File: src/rtl/keypad_entry.sv
// Front-panel digit entry: synchronises and debounces a raw 0-9 keypad, encodes one
// accepted key to BCD and strobes it into the mm:ss timer chain with an active-low load.
//
// state     | meaning
// S_IDLE    | waiting for a single-key pattern on the synchronised keys
// S_DEBOUNCE| counting identical samples of the latched pattern
// S_LOAD    | one cycle; requests the registered loadn strobe and data update
// S_RELEASE | waiting for DEBOUNCE_CYCLES consecutive all-zero samples
module keypad_entry #(
  parameter int DEBOUNCE_CYCLES = 4,
  parameter int MAX_DIGITS      = 3
) (
  input  logic       clk,
  input  logic       clear,
  input  logic [9:0] keys,
  input  logic       entry_en,
  input  logic       entry_clr,
  output logic [3:0] data,
  output logic       loadn,
  output logic [1:0] digit_count,
  output logic       reject
);

  localparam int               CNT_W    = $clog2(DEBOUNCE_CYCLES + 1);
  localparam logic [CNT_W-1:0] DEB_LAST = CNT_W'(DEBOUNCE_CYCLES);
  localparam logic [CNT_W-1:0] REL_LAST = CNT_W'(DEBOUNCE_CYCLES - 1);
  localparam logic [1:0]       MAX_CNT  = 2'(MAX_DIGITS);

  typedef enum logic [1:0] {
    S_IDLE     = 2'd0,
    S_DEBOUNCE = 2'd1,
    S_LOAD     = 2'd2,
    S_RELEASE  = 2'd3
  } state_t;

  state_t           state, state_nxt;
  logic [9:0]       key_meta, ks;
  logic [9:0]       pat, pat_nxt;
  logic [CNT_W-1:0] cnt, cnt_nxt;
  logic             ks_valid, deb_done, can_load;
  logic             load_req, reject_req;
  logic [3:0]       digit;

  always_ff @(posedge clk) begin
    if (clear) begin
      key_meta <= '0;
      ks       <= '0;
    end else begin
      key_meta <= keys;
      ks       <= key_meta;
    end
  end

  // exactly one bit set: nonzero and clearing the lowest set bit leaves nothing
  assign ks_valid = (ks != '0) && ((ks & (ks - 10'd1)) == '0);
  assign deb_done = (ks == pat) && (cnt == DEB_LAST);
  assign can_load = entry_en && (digit_count < MAX_CNT);

  always_ff @(posedge clk) begin
    if (clear) begin
      state <= S_IDLE;
      cnt   <= '0;
      pat   <= '0;
    end else begin
      state <= state_nxt;
      cnt   <= cnt_nxt;
      pat   <= pat_nxt;
    end
  end

  always_comb begin
    state_nxt = state;
    cnt_nxt   = cnt;
    pat_nxt   = pat;
    case (state)
      S_IDLE: begin
        if (ks_valid) begin
          state_nxt = S_DEBOUNCE;
          pat_nxt   = ks;
          cnt_nxt   = CNT_W'(1);
        end
      end
      S_DEBOUNCE: begin
        if (ks != pat) begin
          state_nxt = S_IDLE;
          cnt_nxt   = '0;
        end else if (deb_done) begin
          state_nxt = can_load ? S_LOAD : S_RELEASE;
          cnt_nxt   = '0;
        end else begin
          cnt_nxt = cnt + CNT_W'(1);
        end
      end
      S_LOAD: begin
        state_nxt = S_RELEASE;
        cnt_nxt   = '0;
      end
      S_RELEASE: begin
        if (ks != '0) begin
          cnt_nxt = '0;
        end else if (cnt == REL_LAST) begin
          state_nxt = S_IDLE;
          cnt_nxt   = '0;
        end else begin
          cnt_nxt = cnt + CNT_W'(1);
        end
      end
      default: begin
        state_nxt = S_IDLE;
        cnt_nxt   = '0;
      end
    endcase
  end

  always_comb begin
    load_req   = (state == S_LOAD);
    reject_req = (state == S_DEBOUNCE) && deb_done && !can_load;
  end

  always_comb begin
    digit = '0;
    for (int i = 0; i < 10; i++) begin
      if (pat[i]) digit = 4'(i);
    end
  end

  // entry_clr overrides a coincident load for count/data, but the strobe still fires
  always_ff @(posedge clk) begin
    if (clear) begin
      loadn       <= 1'b1;
      reject      <= 1'b0;
      data        <= '0;
      digit_count <= '0;
    end else begin
      loadn  <= !load_req;
      reject <= reject_req;
      if (entry_clr) begin
        data        <= '0;
        digit_count <= '0;
      end else if (load_req) begin
        data <= digit;
        if (digit_count < MAX_CNT) digit_count <= digit_count + 2'd1;
      end
    end
  end

endmodule

File: config.mk
export PLATFORM = sky130hd
export DESIGN_NAME = keypad_entry
export DESIGN_NICKNAME = d
export VERILOG_FILES = /design/src/rtl/keypad_entry.sv
export SDC_FILE = /design/constraint.sdc
export NUM_CORES = 1
export LEC_CHECK = 0
export ABC_AREA = 1
export BUFFER_PORTS_ARGS = -buffer_cell sky130_fd_sc_hd__buf_4
export CELL_PAD_IN_SITES_DETAIL_PLACEMENT = 2
export CELL_PAD_IN_SITES_GLOBAL_PLACEMENT = 2
export CORE_ASPECT_RATIO = 0.6
export CORE_MARGIN = 1.5
export CORE_UTILIZATION = 33
export DETAILED_ROUTE_END_ITERATION = 12
export PLACE_DENSITY_LB_ADDON = 0.1
export SYNTH_ARGS = -nofsm -noshare
export SYNTH_HDL_FRONTEND = slang
export SYNTH_SLANG_ARGS = --single-unit
File: constraint.sdc
create_clock -name clk -period 2.1 [get_ports clk]
set_input_delay 0.315 -clock clk [delete_from_list [all_inputs] [get_ports clk]]
set_output_delay 0.315 -clock clk [all_outputs]
set_load 0.02 [all_outputs]
After elaboration in Yosys (flattened, before gate mapping)
Index checks and enable logic that the tools add are counted.
{ "word_totals": {"output_inout_bits": 8, "ff_bits": 43, "wordCells": 61, "inputBits": 14} }
{ "classes": {"n_reduce_logical": 14, "eq_ne": 11, "n_bitwise": 1, "muxes": 22, "add_sub_neg": 3, "n_lt_le_gt_ge": 1} }
{ "ops": {"columns": ["cell", "count"], "rows": [
  ["two-way mux 4 bit", 8],
  ["two-way mux 3 bit", 5],
  ["case mux 3 bit (4 select lines)", 1],
  ["AND 10 bit", 1],
  ["equality test 10 bit", 1],
  ["zero test 10 bit", 1],
  ["two-way mux 2 bit", 5],
  ["!= test 10 bit", 1],
  ["nonzero test 10 bit", 1],
  ["subtractor 10 x 1 -> 10 bit, second input constant", 1],
  ["case mux 2 bit (4 select lines)", 1],
  ["!= test 2 bit, second input constant", 3],
  ["logical AND 1 bit", 5],
  ["equality test 2 bit, second input constant", 2],
  ["AND reduction 2 bit", 2],
  ["AND reduction 4 bit", 1],
  ["adder 3 x 1 -> 3 bit, second input constant", 1],
  ["equality test 3 x 2 -> 1 bit, second input constant", 1],
  ["equality test 3 bit, second input constant", 1],
  ["!= test 3 bit, second input constant", 1],
  ["adder 2 x 1 -> 2 bit, second input constant", 1],
  ["equality test 2 x 1 -> 1 bit, second input constant", 1],
  ["zero test 1 bit", 2],
  ["zero test 2 bit", 1],
  ["other kinds (3)", 4]
]} }

Logic depth before layout (Yosys ltp)
Gate-level depths: netlist of run 1.
{ "depth": {"ltp_word": 9, "ltp_mapped": 13, "ltp_nobuf": 13} }

Least setup slack after synthesis of run 1
Ideal clock, no wire load.
{ "synth_path": {"path_kind": "reg2reg", "from": "register ks[0]", "to": "register pat[0]", "synth_period_minus_slack_ns": 1.438, "setup_time_ns": 0.117, "t_required_ns": 1.983, "path_buffers": 1, "setup_slack_ns": 0.662, "path_stages_with_launch": 10, "arrival_time_ns": 1.321, "path_cell_list": "dfxtp_1 > nor2_4 > nand2_4 > nor2_4 > a21oi_1 > nor2_4 > nand3_2 > buf_6 > o21ai_1 > a21oi_1"} }
{ "synth_between": {"elab_chain_cells": 5, "elab_cells_between_ends": 6, "classes_between": "add/sub (1); bitwise (1); reduce/logical (4)"} }
{ "synth_lines": {"columns": ["item", "line", "source"], "rows": [
  ["from (decl)", "37", "logic [9:0] key_meta, ks;"],
  ["from (signal assigned)", "50", "ks <= key_meta;"],
  ["subtractor 10 x 1 -> 10 bit", "55", "assign ks_valid = (ks != '0) && ((ks & (ks - 10'd1)) == '0);"],
  ["AND 10 bit", "55", null],
  ["zero test 10 bit", "55", null],
  ["logical AND 1 bit", "55", null],
  ["AND reduction 2 bit (no line)", null, null],
  ["to (signal assigned)", "67", "pat <= pat_nxt;"],
  ["to (decl)", "38", "logic [9:0] pat, pat_nxt;"]
]} }
Parallel ways exist; a longest one is shown, timed or not.
A chain may end at the register's enable or synchronous reset.

Final worst setup path of run 1
{ "layout_path": {"from": "register ks[4]", "to": "register pat[1]"} }
{ "layout_between": {"elab_chain_cells": 5, "elab_cells_between_ends": 6, "classes_between": "add/sub (1); bitwise (1); reduce/logical (4)"} }
{ "layout_lines": {"columns": ["item", "line"], "rows": [
  ["subtractor 10 x 1 -> 10 bit", "55"],
  ["AND 10 bit", "55"],
  ["zero test 10 bit", "55"],
  ["logical AND 1 bit *", "55"],
  ["AND reduction 2 bit (no line) *", null]
]} }
Mark *: on every way between the ends. The rest lies on a longest branch, timed or not.

==> results of run 1 <==
## stage by stage
step                      instance area (um2)  cells  hold slack (ns)
after floorplan                          1970    271            0.384
after global placement                   2250    374            0.393
after detailed placement                 2250    374            0.402
after CTS                                2350    382            0.208
after global routing                     2350    382            0.201
final                                    2350    382            0.210
## area by class of cell
type	instances	area, um2	area share, %
clock inverter	2	16.3	0.693
tap	80	100	4.27
inverter	55	206	8.80
clock buffer	6	82.6	3.52
timing repair buffer	28	210	8.96
multi-input combinational	168	870	37.1
sequential	43	861	36.7
## layer usage
layer	share of wire, %	track usage, %
met4	0.68	5.07
met3	3.0	4.03
met5	0	0
met2	43	28.6
met1	53	27.8
## path summary, 6_finish.rpt
check / from / endpoint / slack, ns
max: ks[4] / pat[1] / 0.34
min: keys[8] / key_meta[8] / 0.21
max reg2reg: ks[4] / pat[1] / 0.34
min reg2reg: key_meta[3] / ks[3] / 0.41
## state kept, by name, summed over array words and instances (netlist names), named ones only
signal,cells
pat,10
state,1
loadn,1
cnt,3
digit_count,2
ks,10
reject,1
data,4
key_meta,10
## logic make-up (layout without fill, tap and decap cells)
family	after synthesis	after routing	synth area share (%)
and+or+nand+nor	118	118	26.9
AOI/OAI and AO/OA	43	43	13.1
xor gates and xnor gates	2	2	0.887
adders and majority gates	5	5	3.17
buffers and inverters	60	91	12.4
DFF	43	43	43.6
## where the power goes
part	total, mW	leakage [nW]	internal (mW)	switching, mW
logic	0.575	0.682	0.204	0.371
clock network	0.590	0.0474	0.269	0.321
registers	0.975	0.353	0.901	0.0737
## critical path, cell delays in order (launching register included)
cell and delay (ns):
dfxtp_1 0.39, nor2_1 0.24, nand2_2 0.09, nor2_4 0.11, a21oi_1 0.11, nor2_4 0.14, nand3_2 0.07, buf_4 0.22
o21ai_1 0.20, a21oi_1 0.07
## synth_stat cells
cell and number:
ha_1 5, xor2_1 2, nand2_2 3, inv_1 52, nand4_1 2, buf_4 1, clkinv_1 1, nand3_2 2
nor2_2 2, nand3_1 9, nor3b_1 1, nand2_4 2, buf_6 2, a21oi_1 14, o21ai_0 7, nor2_4 3
dfxtp_1 43, o21a_1 1, o31ai_1 1, clkbuf_1 2, o21ai_2 5, a21oi_2 5, nand2_1 51, nand3b_1 1
nor2_1 41, nor3_1 1, inv_2 2, o21ai_1 9, a31oi_1 1
==> impl_metrics.tcl, run 1 <==
set metrics [dict create \
    synth-seq-cells 43 \
    grt_pass1_wl_mm 9.16 \
    synth_area_leaders "dfxtp_1, inv_1, nand2_1" \
    n_antenna_cell 0 \
    antenna_found_initial 0 \
    timing.final.ws_setup_ns 0.339 \
    clk_latency_ns 0.31 \
    rsz0062_at_grt "no" \
    synth.yosys.seq_area_share_pct 43.6 \
    row_count 21 \
    numCtsBuffers 5 \
    cp_max_fo 20 \
    crit_path_start_kind "flip-flop" \
    coreArea_mm2 0.00568 \
    holdPathStages 3 \
    ctsResizeCount 0 \
    fin_crit_ns 1.76 \
    cts.sinks 43 \
    dieArea_mm2 0.00647 \
    ant_nets 0 \
    crit_type "reg2reg" \
    setup_viol 0 \
    syn_area_mm2 0.00197 \
    num-nets-final 320 \
    power_mw 2.14 \
    dp_hpwl_mm 4.28 \
    cp-end-kind "flip-flop" \
    synth_nets 290 \
    syn_inst 271 \
    die_x_um 103 \
    grt_use_total_pct 19.2 \
    grt_start_max_net_pins 25 \
    layout-drive-gt1-share_pct 19.9 \
    dp_slack_ns 0.387 \
    period_share_pct 83.9 \
    hp-class "in2reg" \
    mostFrequentLayoutCell "inv_1" \
    route.vias.total 1757 \
    drc 0 \
    first_pass_iters 4 \
    leakage_nw 1.08 \
    fill_cells 709 \
    clockBufferDepth 2 \
    finalSetupTns_ns 0 \
    port-buffer-count 21 \
    status "complete, no violations" \
    overflow 0 \
    hold_viol_final 0 \
    ir_drop_mv 0.248 \
    gp_congestion 0.725 \
    clk_pin_slew_worst_paths_ns 0.09 \
    ys_types 29 \
    yosysWarnings 0 \
    worstMarginPinSlew_ns 0.334 \
    syn2layout_area_growth_pct 18.8 \
    max_clock_freq_mhz 568 \
    cts_tree "done" \
    fin_skew_ns 0.0122 \
    htree_num_levels 2 \
    worstRegToRegCells 9 \
    first_global_vias 1851 \
    boundaryPins 22 \
    drt_iter0_markers 58 \
    fin_util_pct 41.3 \
    wl_per_cell_um 14.7 \
    syn_avg_cell_area_um2 7.29 \
    relSlewSlack_pct 77.5 \
    final_max_slew_viol_count 0 \
    root_buffer "clkbuf_8" \
    chipHeight_um 62.9 \
    start_util_pct 34.8 \
    cp.required_ns 2.28 \
    pwr_density_cell_mw_per_mm2 912 \
    cap_violations 0 \
    synth_top_area_cell "dfxtp_1" \
    postCtsHoldBufs 0 \
    final_cell_mix "inv_1, nand2_1, dfxtp_1" \
    critPathArrivalTime_ns 1.95 \
    via_per_inst 4.60 \
    synth_top_area_share_pct 43.6 \
    totalWireLength_mm 5.60 \
    cts_setup_buffers 0 \
]
No activity file was read; power rests on OpenSTA's default activity.
==> run 2: changes to the inputs <==
--- a/config.mk
+++ b/config.mk
@@ -5,7 +5,7 @@
 export SDC_FILE = /design/constraint.sdc
 export NUM_CORES = 1
 export LEC_CHECK = 0
-export ABC_AREA = 1
+export ABC_AREA = 0
 export BUFFER_PORTS_ARGS = -buffer_cell sky130_fd_sc_hd__buf_4
 export CELL_PAD_IN_SITES_DETAIL_PLACEMENT = 2
 export CELL_PAD_IN_SITES_GLOBAL_PLACEMENT = 2
==> constraint.sdc (replaced) <==
create_clock -name clk -period 1.66 [get_ports clk]
set_input_delay 0.249 -clock clk [delete_from_list [all_inputs] [get_ports clk]]
set_output_delay 0.249 -clock clk [all_outputs]
set_load 0.02 [all_outputs]
==> impl_metrics.tcl, run 2 <==
set metrics [dict create \
    start_util_pct 34.6 \
    status "finished with violations" \
    fin_skew_ns 0.00516 \
    gp_congestion 0.803 \
    hold_viol_final 0 \
    switching_power_uw 601 \
    overflow 0 \
    die_x_um 102 \
    seqPwrFrac_pct 49.2 \
    relSlewSlack_pct 71.3 \
    drc 0 \
    cap_violations 0 \
    violations "negative setup slack" \
    final_max_slew_viol_count 0 \
    clkPwrFrac_pct 30.1 \
    largestRegisters "key_meta: 10 flops, ks: 10 flops, pat: 10 flops" \
    syn_avg_cell_area_um2 9.62 \
    clk_latency_ns 0.29 \
    row_count 21 \
    cts_tree "done" \
    coreArea_mm2 0.00565 \
    cp-end-kind "flip-flop" \
    ys_async_sr_fraction_pct 0 \
    dp.cells 330 \
    ir_drop_mv 0.562 \
    critPathBufInv 1 \
    rsz0062_at_grt "yes" \
    synthFlopType "dfxtp_1" \
    yosysWarnings 0 \
    cp_max_fo 5 \
    fin_crit_ns 1.94 \
    comb_power_share_pct 20.7 \
    crit_slowest_cell "or4_4" \
    clk_pin_slew_worst_paths_ns 0.08 \
    syn2layout_area_growth_pct 34.5 \
    synth_area_leaders "dfxtp_1, nor2b_1, nand2b_1" \
    synthTopCellsByCount "dfxtp_1, nor2b_1, nand2b_1" \
    period_share_pct 117 \
    grt_use_total_pct 18.8 \
    grt_pass1_wl_mm 9.19 \
    totalWireLength_mm 5.63 \
    holdWs_ns 0.163 \
    timing.final.ws_setup_ns -0.277 \
    grt_start_max_net_pins 50 \
    num-nets-final 279 \
    drt_iter0_markers 34 \
    boundaryPins 22 \
    intPower_mw 1.64 \
    finalNonFillerCells 340 \
    first_pass_iters 4 \
    syn_inst 203 \
    crit_path_start_kind "flip-flop" \
    worstMarginPinSlew_ns 0.430 \
    cts.sinks 43 \
    syn_area_mm2 0.00195 \
    via_per_inst 4.78 \
    dp_hpwl_mm 4.07 \
    mostFrequentLayoutCell "buf_4" \
    p_sw_share_pct 26.9 \
    dieArea_mm2 0.00640 \
    synth_top_area_share_pct 44.1 \
    ant_nets 0 \
    clockBufferDepth 2 \
    fill_cells 615 \
    fin_util_pct 46.5 \
    synth_nets 222 \
    setup_viol 15 \
    pwr_density_cell_mw_per_mm2 852 \
    synth_edf_count 0 \
    ys_types 39 \
    antenna_found_initial 0 \
    layout-drive-gt1-share_pct 34.6 \
    route.vias.total 1625 \
    dp_slack_ns -0.235 \
    critPathArrivalTime_ns 2.15 \
    final_cell_mix "buf_4, dfxtp_1, nor2b_1, nand2b_1" \
    chipHeight_um 62.6 \
    numCtsBuffers 5 \
    hp-class "in2reg" \
    root_buffer "clkbuf_8" \
    slowest_delay_ns 0.61 \
    n_antenna_cell 0 \
    wl_per_cell_um 16.6 \
    yosysMostFrequentCell "dfxtp_1" \
    htree_num_levels 2 \
    synth_top_area_cell "dfxtp_1" \
    synth.yosys.seq_area_share_pct 44.1 \
    path_cells "or4_4 -> nor2_4 -> nand4_1 -> o22ai_2 -> buf_6 -> mux2i_1" \
    first_global_vias 1767 \
    cpLargestDelayFamily "simple AND/OR/NAND/NOR gates" \
    crit_type "reg2reg" \
    cp.required_ns 1.87 \
    port-buffer-count 21 \
    leakage_nw 1.04 \
    max_clock_freq_mhz 516 \
    synth-seq-cells 43 \
]
run 2: stage by stage:
step / power [mW] / cell area (um2) / setup TNS (ns)
global placement: 1.50 / 2440 / -1.73
finish: 2.24 / 2630 / -3.20
detailed placement: 1.53 / 2440 / -2.82
global route: 2.35 / 2630 / -4.52
floorplan: 1.36 / 1960 / -0.557
CTS: 2.22 / 2570 / -2.99
run 2: per-layer routing:
metal	GRT usage [%]	up-vias	part of all wire [%]
li1	-	805	-
met1	25.3	794	48
met2	31.1	24	49
met3	4.03	2	3.1
met4	3.60	0	0.34
met5	0	-	0
run 2: power groups by stage:
stage	registers, mW	logic, mW	clock network [mW]
floorplan	1.12	0.239	0
global placement	1.12	0.382	0
detailed placement	1.12	0.403	0
CTS	1.10	0.426	0.698
global route	1.11	0.500	0.748
finish	1.10	0.463	0.674
run 2: path summary, 6_finish.rpt:
kind                            slack (ns)   startpoint  cells after the start     endpoint
worst max-delay path                 -0.28        ks[0]                      6       pat[7]
worst min-delay path                  0.16      keys[8]                      2  key_meta[8]
worst max register to register       -0.28        ks[0]                      6       pat[7]
worst min register to register        0.45  key_meta[9]                      1        ks[9]
run 2: timing repair:
item | CTS | global route
setup buffers | 0 | 2
endpoints found under the setup margin | 15 | 16
cloned | 0 | 1
hold buffers | 0 | 0
pin swaps | 7 | 5
gates resized for setup | 11 | 9
run 2: layout make-up:
| type | count | area (um2) | share of cell area, % |
|---|---|---|---|
| Timing Repair Buffer | 58 | 447 | 17.0 |
| Tap cell | 80 | 100 | 3.81 |
| Clock buffer | 6 | 82.6 | 3.15 |
| Multi-Input combinational cell | 146 | 1100 | 41.9 |
| Clock inverter | 1 | 5.00 | 0.191 |
| Sequential cell | 43 | 867 | 33.0 |
| Inverter | 6 | 22.5 | 0.858 |
run 2: logic make-up (layout without fill, tap and decap cells):
kind of cell	Yosys count	after routing	share of synthesized area, %
compound gates	28	28	11.3
flops	43	43	44.1
xor+xnor	11	11	4.94
simple gates	91	91	27.8
mux	11	11	5.64
fa+ha+maj	5	5	3.21
buf+inv	14	71	3.08
==> run 3: changes to the inputs <==
--- a/config.mk
+++ b/config.mk
@@ -10,7 +10,7 @@
 export CELL_PAD_IN_SITES_DETAIL_PLACEMENT = 2
 export CELL_PAD_IN_SITES_GLOBAL_PLACEMENT = 2
 export CORE_ASPECT_RATIO = 0.6
-export CORE_MARGIN = 1.5
+export CORE_MARGIN = 2
 export CORE_UTILIZATION = 33
 export DETAILED_ROUTE_END_ITERATION = 12
 export PLACE_DENSITY_LB_ADDON = 0.1
==> impl_metrics.tcl, run 3 (synthesized netlist as in run 2, its figures left out) <==
set metrics [dict create \
    rsz0062_at_grt "yes" \
    ant_nets 0 \
    start_util_pct 34.6 \
    syn2layout_area_growth_pct 34.5 \
    row_count 21 \
    port-buffer-count 21 \
    timing.final.ws_setup_ns -0.257 \
    htree_num_levels 2 \
    route.vias.total 1620 \
    crit_type "reg2reg" \
    drc 0 \
    slowest_delay_ns 0.60 \
    chipHeight_um 63.6 \
    fin_crit_ns 1.92 \
    cp-end-kind "flip-flop" \
    gp_congestion 0.752 \
    cp.required_ns 1.88 \
    dp_hpwl_mm 4.09 \
    leakage_nw 1.03 \
    first_global_vias 1803 \
    clockBufferDepth 2 \
    ir_drop_mv 0.337 \
    numCtsBuffers 5 \
    fill_cells 624 \
    boundaryPins 22 \
    violations "negative setup slack" \
    hold_viol_final 0 \
    cap_violations 0 \
    via_per_inst 4.81 \
    n_antenna_cell 0 \
    totalWireLength_mm 5.62 \
    max_clock_freq_mhz 522 \
    num-nets-final 276 \
    path_cells "or4_4 -> nor2_4 -> nand4_1 -> o22ai_2 -> buf_6 -> mux2i_2" \
    crit_slowest_cell "or4_4" \
    cp_max_fo 5 \
    hp-class "in2reg" \
    grt_start_max_net_pins 30 \
    layout-drive-gt1-share_pct 35.0 \
    grt_use_total_pct 18.5 \
    cts.sinks 43 \
    relSlewSlack_pct 66.3 \
    cpLargestDelayFamily "simple AND/OR/NAND/NOR gates" \
    period_share_pct 115 \
    crit_path_start_kind "flip-flop" \
    final_cell_mix "buf_4, dfxtp_1, nor2b_1" \
    coreArea_mm2 0.00565 \
    die_x_um 103 \
    grt_pass1_wl_mm 9.15 \
    clk_pin_slew_worst_paths_ns 0.08 \
    mostFrequentLayoutCell "buf_4" \
    critPathArrivalTime_ns 2.13 \
    postCtsHoldBufs 0 \
    startpoint "ks[2]" \
    wl_per_cell_um 16.7 \
    status "finished with violations" \
    hold_path.startpoint "keys[9]" \
    critPathBufInv 1 \
    dp_slack_ns -0.259 \
    worstMarginPinSlew_ns 0.502 \
    clk_latency_ns 0.29 \
    finalSetupTns_ns -3.11 \
    fin_skew_ns 0.00229 \
    antenna_found_initial 0 \
    pwr_density_cell_mw_per_mm2 851 \
    largestRegisters "key_meta: 10 flops, ks: 10 flops, pat: 10 flops" \
    dieArea_mm2 0.00657 \
    cts_tree "done" \
    drt_iter0_markers 29 \
    overflow 0 \
    setup_viol 15 \
    reg2reg_from "ks[2]" \
    final_max_slew_viol_count 0 \
    root_buffer "clkbuf_8" \
    first_pass_iters 4 \
]
run 3: cell types whose count changed in the layout (fill, tap and decap cells not counted), sizes merged:
cell,delta
buf,-3
run 3: per-layer routing:
layer	vias to the layer above	part of all wire [%]	track usage, %
li1	797	-	-
met1	797	49	24.5
met5	-	0	0
met3	2	3.2	4.00
met2	24	47	30.5
met4	0	0.48	4.77
run 3: final cells by class:
| cell class | instances | area (um2) | share of cell area [%] |
|---|---|---|---|
| multi-input cells | 146 | 1130 | 42.9 |
| flip-flops and latches | 43 | 867 | 33.0 |
| repair buffers | 55 | 420 | 16.0 |
| well taps | 80 | 100 | 3.81 |
| clock buffers | 6 | 82.6 | 3.15 |
| inverters | 6 | 22.5 | 0.858 |
| clock inverters | 1 | 5.00 | 0.191 |
run 3: path summary, 6_finish.rpt:
| kind | endpoint | depth (start not counted) | slack [ns] |
|---|---|---|---|
| max | pat[6] | 6 | -0.26 |
| min reg2reg | ks[5] | 1 | 0.44 |
| min | key_meta[9] | 2 | 0.17 |
| max reg2reg | pat[6] | 6 | -0.26 |
run 3: power by group:
group	switching [mW]	total [mW]	leakage, nW	internal [mW]
clock	0.348	0.675	0.0470	0.327
sequential	0.0286	1.10	0.354	1.07
combinational	0.228	0.459	0.634	0.231
run 3: per-stage QoR:
step / utilization [%] / instances / instance area (um2) / power [mW] / hold slack (ns)
2_1_floorplan: - / 203 / 1960 / 1.36 / 0.377
3_3_place_gp: 42.7 / 327 / 2410 / 1.49 / 0.421
3_5_place_dp: 42.7 / 327 / 2410 / 1.51 / 0.426
4_1_cts: 45.6 / 336 / 2580 / 2.23 / 0.160
5_1_grt: 46.5 / 337 / 2630 / 2.36 / 0.157
6_report: 46.5 / 337 / 2630 / 2.23 / 0.166
run 3: what timing repair did:
item,in CTS,in global routing
setup endpoints to repair,14,16
gates resized for setup,14,8
cloned,1,0
pin swaps,2,3
buffers inserted,1,1
run 3: worst reg2reg max path, cell delays in order (launching register included):
cell,delay (ns)
dfxtp_2,0.33
or4_4,0.60
nor2_4,0.12
nand4_1,0.12
o22ai_2,0.27
buf_6,0.18
mux2i_2,0.21
